## config.mk

```make
export PLATFORM = sky130hd
export DESIGN_NAME = sixty_four_bit_pipelined_adder
export DESIGN_NICKNAME = d
export VERILOG_FILES = /design/src/rtl/sixty_four_bit_pipelined_adder.sv
export SDC_FILE = /design/constraint.sdc
export NUM_CORES = 1
export LEC_CHECK = 0
export CAP_MARGIN = 20
export CORE_MARGIN = 3
export CORE_UTILIZATION = 52
export DETAILED_ROUTE_END_ITERATION = 6
export GPL_TIMING_DRIVEN = 1
export PLACE_DENSITY = 0.84
export SYNTH_ARGS = -nofsm -noshare
export SYNTH_HDL_FRONTEND = slang
export SYNTH_SLANG_ARGS = --single-unit
```

## constraint.sdc

```tcl
create_clock -name clk -period 3.59 [get_ports clk]
set_clock_uncertainty 0.1 [all_clocks]
set_input_delay 0.359 -clock clk [delete_from_list [all_inputs] [get_ports clk]]
set_output_delay 0.359 -clock clk [all_outputs]
set_load 0.005 [all_outputs]
```

## src/rtl/sixty_four_bit_pipelined_adder.sv

```systemverilog
// sixty_four_bit_pipelined_adder
//
// Four-stage pipelined 64-bit adder with valid/ready handshakes and ADDS
// flags. Each stage adds one 16-bit slice and registers its carry for the
// next stage. The whole pipe advances together or freezes together: a stall
// holds every stage, bubbles included.
//
// Ports:
//   clk        rising-edge clock
//   reset      synchronous, active-high reset
//   in_valid   operands valid this cycle
//   in_ready   block accepts operands this cycle (combinational)
//   a_in       operand A
//   b_in       operand B
//   carry_in   carry into bit 0
//   out_valid  result valid
//   out_ready  consumer accepts result
//   sum        a_in + b_in + carry_in, mod 2^64
//   carry_out  carry out of bit 63 (C)
//   overflow   signed overflow (V)
//   zero       sum == 0 (Z)
//   negative   sum[63] (N)

module sixty_four_bit_pipelined_adder #(
  parameter int SLICE_W = 16,
  parameter int STAGES  = 4
) (
  input  logic                        clk,
  input  logic                        reset,
  input  logic                        in_valid,
  output logic                        in_ready,
  input  logic [SLICE_W*STAGES-1:0]   a_in,
  input  logic [SLICE_W*STAGES-1:0]   b_in,
  input  logic                        carry_in,
  output logic                        out_valid,
  input  logic                        out_ready,
  output logic [SLICE_W*STAGES-1:0]   sum,
  output logic                        carry_out,
  output logic                        overflow,
  output logic                        zero,
  output logic                        negative
);

  localparam int S = SLICE_W;
  localparam int W = SLICE_W * STAGES;

  // Stage 0: slice 0 done, upper operand slices carried forward.
  logic             v0_q, v0_d;
  logic             c0_q, c0_d;
  logic [S-1:0]     s0_q, s0_d;
  logic [W-1:S]     a0_q, a0_d;
  logic [W-1:S]     b0_q, b0_d;

  // Stage 1: slices 0..1 done.
  logic             v1_q, v1_d;
  logic             c1_q, c1_d;
  logic [2*S-1:0]   s1_q, s1_d;
  logic [W-1:2*S]   a1_q, a1_d;
  logic [W-1:2*S]   b1_q, b1_d;

  // Stage 2: slices 0..2 done.
  logic             v2_q, v2_d;
  logic             c2_q, c2_d;
  logic [3*S-1:0]   s2_q, s2_d;
  logic [W-1:3*S]   a2_q, a2_d;
  logic [W-1:3*S]   b2_q, b2_d;

  // Stage 3: output registers.
  logic             out_valid_q, out_valid_d;
  logic [W-1:0]     sum_q, sum_d;
  logic             carry_out_q, carry_out_d;
  logic             overflow_q, overflow_d;
  logic             zero_q, zero_d;
  logic             negative_q, negative_d;

  logic             adv;
  logic             accept;
  logic [S:0]       add0, add1, add2, add3;
  logic [W-1:0]     full_sum;

  always_comb begin
    adv    = !out_valid_q || out_ready;
    accept = in_valid && adv;

    add0 = {1'b0, a_in[S-1:0]}       + {1'b0, b_in[S-1:0]}       + (S+1)'(carry_in);
    add1 = {1'b0, a0_q[2*S-1:S]}     + {1'b0, b0_q[2*S-1:S]}     + (S+1)'(c0_q);
    add2 = {1'b0, a1_q[3*S-1:2*S]}   + {1'b0, b1_q[3*S-1:2*S]}   + (S+1)'(c1_q);
    add3 = {1'b0, a2_q[W-1:3*S]}     + {1'b0, b2_q[W-1:3*S]}     + (S+1)'(c2_q);
    full_sum = {add3[S-1:0], s2_q};

    v0_d = v0_q; c0_d = c0_q; s0_d = s0_q; a0_d = a0_q; b0_d = b0_q;
    v1_d = v1_q; c1_d = c1_q; s1_d = s1_q; a1_d = a1_q; b1_d = b1_q;
    v2_d = v2_q; c2_d = c2_q; s2_d = s2_q; a2_d = a2_q; b2_d = b2_q;
    out_valid_d = out_valid_q;
    sum_d       = sum_q;
    carry_out_d = carry_out_q;
    overflow_d  = overflow_q;
    zero_d      = zero_q;
    negative_d  = negative_q;

    if (adv) begin
      // Valid bits always shift; data only loads behind a valid entry, so a
      // bubble leaves the downstream data untouched and the outputs stay at
      // their last real result (or zero after reset).
      v0_d        = accept;
      v1_d        = v0_q;
      v2_d        = v1_q;
      out_valid_d = v2_q;

      if (accept) begin
        c0_d = add0[S];
        s0_d = add0[S-1:0];
        a0_d = a_in[W-1:S];
        b0_d = b_in[W-1:S];
      end

      if (v0_q) begin
        c1_d = add1[S];
        s1_d = {add1[S-1:0], s0_q};
        a1_d = a0_q[W-1:2*S];
        b1_d = b0_q[W-1:2*S];
      end

      if (v1_q) begin
        c2_d = add2[S];
        s2_d = {add2[S-1:0], s1_q};
        a2_d = a1_q[W-1:3*S];
        b2_d = b1_q[W-1:3*S];
      end

      if (v2_q) begin
        sum_d       = full_sum;
        carry_out_d = add3[S];
        // Signed overflow: operands agree in sign, result does not.
        overflow_d  = (a2_q[W-1] == b2_q[W-1]) && (full_sum[W-1] != a2_q[W-1]);
        zero_d      = (full_sum == '0);
        negative_d  = full_sum[W-1];
      end
    end
  end

  always_ff @(posedge clk) begin
    if (reset) begin
      v0_q <= 1'b0; c0_q <= 1'b0; s0_q <= '0; a0_q <= '0; b0_q <= '0;
      v1_q <= 1'b0; c1_q <= 1'b0; s1_q <= '0; a1_q <= '0; b1_q <= '0;
      v2_q <= 1'b0; c2_q <= 1'b0; s2_q <= '0; a2_q <= '0; b2_q <= '0;
      out_valid_q <= 1'b0;
      sum_q       <= '0;
      carry_out_q <= 1'b0;
      overflow_q  <= 1'b0;
      zero_q      <= 1'b0;
      negative_q  <= 1'b0;
    end else begin
      v0_q <= v0_d; c0_q <= c0_d; s0_q <= s0_d; a0_q <= a0_d; b0_q <= b0_d;
      v1_q <= v1_d; c1_q <= c1_d; s1_q <= s1_d; a1_q <= a1_d; b1_q <= b1_d;
      v2_q <= v2_d; c2_q <= c2_d; s2_q <= s2_d; a2_q <= a2_d; b2_q <= b2_d;
      out_valid_q <= out_valid_d;
      sum_q       <= sum_d;
      carry_out_q <= carry_out_d;
      overflow_q  <= overflow_d;
      zero_q      <= zero_d;
      negative_q  <= negative_d;
    end
  end

  assign in_ready  = adv;
  assign out_valid = out_valid_q;
  assign sum       = sum_q;
  assign carry_out = carry_out_q;
  assign overflow  = overflow_q;
  assign zero      = zero_q;
  assign negative  = negative_q;

endmodule

```

==> results.cfg, run 1 <==
[run_status]
status = finished, final reports clean

[route]
firstDrtPassIters = 5
avgRoutedWirePerCell_um = 15.2
final_antenna_net_count = 0
drt_iter0_drc = 1231
drc = 0
wl_um = 37800
viasPerCell = 5.43
vias = 13521

[clocking]
cts_max_level = 2
clockBufferDepth = 3
path_clk_slew_ns = 0.06
cts.sinks = 362
cts_tree = done
root_buffer = clkbuf_16
insertion_delay_ns = 0.51
cts_inserted_buffers = 37

[yosys]
yosys.cell_types.count = 52
synthFlopType = dfxtp_1
yosysWarnings = 0
synth_seq_area_share = 0.476
avgSynthCellArea_um2 = 7.85
synth_seq_cells = 362
synthArstFlopShare = 0
synth_edf_count = 0
syn_area_um2 = 15200
synthCells = 1942
synth_nets = 2143

[critical_path]
crit_family = compound AO/OA/AOI/OAI gates
r2r_slack_ns = 0.16
endpoint_kind = flop
critPathLaunch = c2_q
critPathLaunchType = flop
worstReg2RegStart = c2_q
crit_slowest_cell = fa_1
max_stage_delay_ns = 0.47
endpoint = zero
crit_fanout = 5
worstReg2RegEnd = zero
crit_buf_inv = 0
critPathKind = reg2reg
cp_cell_sequence = fa_1 > fa_1 > a211o_1 > a31oi_1 > o211a_1 > a32oi_1 > o21ba_1 > or3_1 > a2111oi_2 > a21o_1
arrival_ns = 3.78
cpMostUsedCell = fa_1
reg2reg_depth = 10
cp.depth = 10
cp_data_required_time_ns = 3.94

[timing]
fin_tns_setup_ns = 0
max_clock_freq_mhz = 292
slew_violations = 0
layout_min_cycle_time_ns = 3.43
rsz0062_at_grt = false
slew-limit-headroom = 0.305
setup_viol = 0
hold_viol = 0
period_share = 0.954
tightestPinTransition_ns = 1.04

[floorplan]
die-area_um2 = 31400
core_um2 = 28800
die_w_um = 177
initial_core_util = 0.529
row_count = 62
die_y_um = 177
top_level_ports = 203

[global_route]
grt_max_degree = 106
antenna_found_initial = 0
grt_pass1_vias = 12454
grt_pass1_wl_um = 60800
grt.total_usage = 0.234
overflow = 0

[cells_and_area]
nNetsFinal = 2286
area_growth_pct = 23.1
diodes = 0
seq_area_um2 = 7250
final_layout_size_suffix_gt1_frac = 0.0470
final_core_util = 0.652
multiInputGateArea_um2 = 7480
nFillCells = 2367

[min_path]
hold_class = in2reg

[placement]
place_congestion = 0.875
port_buffers = 202
hpwlAfterDp_um = 26700

[pwr]
powerDensity_nw_per_um2 = 465
ir_worst_vdd_mv = 0.292
total_power_w = 0.00873
p_leak_nw = 6.97

[flow_run]
drv_cap = 0
## routing by layer
metal / part of all wire / track usage / vias up
met4: 0.028 / 0.0730 / 0
met5: 0 / 0 / -
met2: 0.44 / 0.365 / 416
met3: 0.066 / 0.0305 / 66
met1: 0.46 / 0.337 / 6229
li1: - / - / 6810
## metrics by stage
stage	area [um^2]	std cells	setup slack, ns	hold WS, ns
CTS	18700	2492	0.110	0.0711
global route	18800	2492	0.0288	0.0883
global placement	17600	2430	0.0181	0.338
detailed placement	17600	2430	-0.147	0.343
finish	18800	2492	0.164	0.0904
floorplan	15200	1942	0.457	0.327
## power breakdown
group / switching (W) / internal (W)
clock network: 0.00150 / 0.00224
registers: 0.0000705 / 0.00414
logic: 0.000429 / 0.000345
total: 0.00200 / 0.00673
## synth_stat cells, drive strengths merged, types with 7 or more instances
cell type / instances / area (um^2)
ha: 60 / 751
nand3: 13 / 65.1
nand4: 7 / 43.8
or3: 15 / 93.8
nand3b: 20 / 150
o21ai: 33 / 165
inv: 23 / 86.3
xnor2: 28 / 245
nor2b: 8 / 50.1
fa: 8 / 160
clkbuf: 118 / 443
a2111oi: 11 / 121
a211oi: 16 / 125
xor2: 11 / 96.3
nor4: 13 / 81.3
nand2: 668 / 2510
o21a: 10 / 75.1
a21oi: 362 / 1810
o31ai: 11 / 82.6
a21o: 13 / 97.6
dfxtp: 362 / 7250
nor2: 46 / 173
nor3: 29 / 145
## worst min-delay path by stage
stage                   from        to  slack (ns)  cells after the start
floorplan           s0_q[14]  s1_q[14]        0.33                      2
global placement    a0_q[49]  a1_q[49]        0.34                      2
detailed placement  s1_q[24]  s2_q[24]        0.34                      2
CTS                    reset  a0_q[24]        0.07                      2
global route           reset  b0_q[30]        0.09                      2
finish                 reset  a0_q[22]        0.09                      2
## cell type report
type | count | area share
multi-input combinational | 1433 | 0.398
sequential | 362 | 0.386
timing repair buffer | 228 | 0.122
clock buffer | 54 | 0.0581
tap | 384 | 0.0256
clock inverter | 8 | 0.00527
inverter | 23 | 0.00460
## placed cells by master (no fill, tap or decap), types with 3 or more instances in the layout
| cell | count |
|---|---|
| o21a_1 | 10 |
| a211o_1 | 3 |
| o21ai_1 | 10 |
| a31oi_1 | 5 |
| buf_4 | 21 |
| and3_1 | 3 |
| nor4_1 | 13 |
| inv_1 | 21 |
| a2111oi_0 | 6 |
| nor2b_1 | 8 |
| nand2_1 | 664 |
| nor3b_1 | 5 |
| a2111oi_2 | 3 |
| o31ai_1 | 11 |
| o21ai_0 | 23 |
| clkbuf_16 | 37 |
| a21oi_1 | 362 |
| clkdlybuf4s50_1 | 201 |
| nor2_1 | 46 |
| nand3b_1 | 20 |
| clkbuf_1 | 7 |
| buf_12 | 5 |
| a211oi_1 | 15 |
| nand3_1 | 13 |
| xor2_1 | 11 |
| a21o_1 | 13 |
| nor3_1 | 29 |
| clkinv_2 | 3 |
| nand4_1 | 7 |
| dfxtp_1 | 362 |
| xnor2_1 | 28 |
| fa_1 | 8 |
| or3_1 | 15 |
| o31a_1 | 3 |
| ha_1 | 60 |
| clkbuf_8 | 10 |
## cell families (layout without fill, tap and decap cells)
group,count (synthesis),in the layout,synth area share
AO/OA/AOI/OAI,482,482,0.177
XOR/XNOR,39,39,0.0224
adder cells (fa/ha/maj),68,68,0.0598
buffers and inverters,147,313,0.0365
flip-flops,362,362,0.476
multiplexers,1,1,0.000657
AND/OR/NAND/NOR,843,843,0.228
## repair_timing
action,4_1_cts,5_1_grt
setup endpoints to repair,0,2
hold buffers,0,0
setup buffers,0,0
resized for setup,0,2
## state kept, by name, indices dropped and copies added (netlist names), 32 cells and up
| signal | count |
|---|---|
| b1_q | 32 |
| s2_q | 48 |
| a0_q | 48 |
| s1_q | 32 |
| b0_q | 48 |
| sum | 64 |
| a1_q | 32 |
Power figures use the tool's default switching activity.
==> run 2, diff against run 1 <==
CORE_ASPECT_RATIO = 1.1   (was not set)
==> results.cfg, run 2 (synthesis results as in run 1) <==
[critical_path]
crit_family = compound AO/OA/AOI/OAI gates
max_stage_delay_ns = 0.46
critPathLaunchType = flop
crit_slowest_cell = fa_1
cp_data_required_time_ns = 3.94
endpoint_kind = flop
arrival_ns = 3.77
cp_cell_sequence = fa_1 > fa_1 > a211o_1 > a31oi_1 > o211a_1 > a32oi_1 > o21ba_1 > or3_1 > a2111oi_2 > a21o_1
crit_fanout = 5
cpMostUsedCell = fa_1
crit_buf_inv = 0
critPathKind = reg2reg

[clocking]
insertion_delay_ns = 0.51
cts_inserted_buffers = 37
cts_setup_buffers = 0
cts_max_level = 2
clockBufferDepth = 3
cts.sinks = 362
root_buffer = clkbuf_16
cts_tree = done
cts_hold_buf = 0
path_clk_slew_ns = 0.06

[placement]
place_congestion = 0.884
hpwlAfterDp_um = 26000
pre_cts_slack_ns = -0.0906
port_buffers = 202

[route]
drc = 0
wl_um = 38200
final_antenna_net_count = 0
drt_iter0_drc = 1276
avgRoutedWirePerCell_um = 15.5
firstDrtPassIters = 5
vias = 13630
viasPerCell = 5.51

[cells_and_area]
final_layout_size_suffix_gt1_frac = 0.0475
nFillCells = 2409
final_common_cell = nand2_1
diodes = 0
largest_register_ffs = 64
area_growth_pct = 23.8
layout_common_cells = 664 x nand2_1, 362 x a21oi_1, 362 x dfxtp_1, 201 x clkdlybuf4s50_1, 60 x ha_1
nNetsFinal = 2280

[timing]
fin_tns_setup_ns = 0
max_clock_freq_mhz = 292
layout_min_cycle_time_ns = 3.42
period_share = 0.954
setup_viol = 0
rsz0062_at_grt = false
slew-limit-headroom = 0.116
slew_violations = 0
fin_ws_ns = 0.166
hold_viol = 0
tightestPinTransition_ns = 1.33

[global_route]
grt_max_degree = 269
grt_pass1_vias = 12686
grt.total_usage = 0.235
antenna_found_initial = 0
overflow = 0
grt_pass1_wl_um = 61600

[flow_run]
drv_cap = 0

[floorplan]
die_w_um = 169
row_count = 65
top_level_ports = 203
die_y_um = 186
core_um2 = 28800
initial_core_util = 0.529
die-area_um2 = 31400

[pwr]
p_leak_nw = 7.03
powerDensity_nw_per_um2 = 489
total_power_w = 0.00923
ir_worst_vdd_mv = 0.295

[min_path]
hold_class = in2reg

[run_status]
status = finished, final reports clean
==> run 2: cell count changes in the layout (fill, tap and decap cells not counted) <==
cell        previous run  this run
clkinv_2               3         6
inv_6                  1         2
clkinvlp_4             2         1
a2111oi_2              3         4
buf_4                 21        14
bufinv_16              2         9
clkbuf_8              10         6
clkinv_4               0         1
clkbuf_1               7         3
a2111oi_4              1         0
buf_16                 0         1
==> run 2: metrics by stage <==
step | hold slack [ns] | utilization | instance area (um^2) | cells
after floorplan | 0.327 | - | 15200 | 1942
after global placement | 0.336 | 0.607 | 17500 | 2407
after detailed placement | 0.343 | 0.607 | 17500 | 2407
after CTS | 0.220 | 0.654 | 18800 | 2472
after global routing | 0.272 | 0.655 | 18900 | 2473
final | 0.228 | 0.655 | 18900 | 2473
==> run 2: power by group <==
group / internal, W / leakage (nW) / switching, W
clock network: 0.00267 / 0.667 / 0.00157
registers: 0.00414 / 2.94 / 0.0000728
logic: 0.000345 / 3.42 / 0.000427
==> run 2: layout make-up <==
type	instances	area, um^2	share of cell area
well taps	368	460	0.0244
flip-flops and latches	362	7250	0.384
inverters	23	86.3	0.00457
repair buffers	222	2260	0.120
clock inverters	19	334	0.0177
multi-input cells	1433	7460	0.396
clock buffers	46	1020	0.0540
==> run 2: final timing paths <==
kind / startpoint / end / slack (ns) / cells after the start
worst max-delay path: c2_q / zero / 0.17 / 10
worst max register to register: c2_q / zero / 0.17 / 10
worst min register to register: b0_q[56] / b1_q[56] / 0.35 / 2
worst min-delay path: reset / sum[15] / 0.23 / 2
==> run 2: routing by layer <==
metal	routed length (um)	GRT usage
met3	2580	0.0295
met2	17900	0.389
met5	0	0
met1	16900	0.325
met4	894	0.0671
==> run 2: timing repair <==
action	CTS	global route
endpoints found under the setup margin	0	1
endpoints found under the hold margin	0	0
resized for setup	0	1
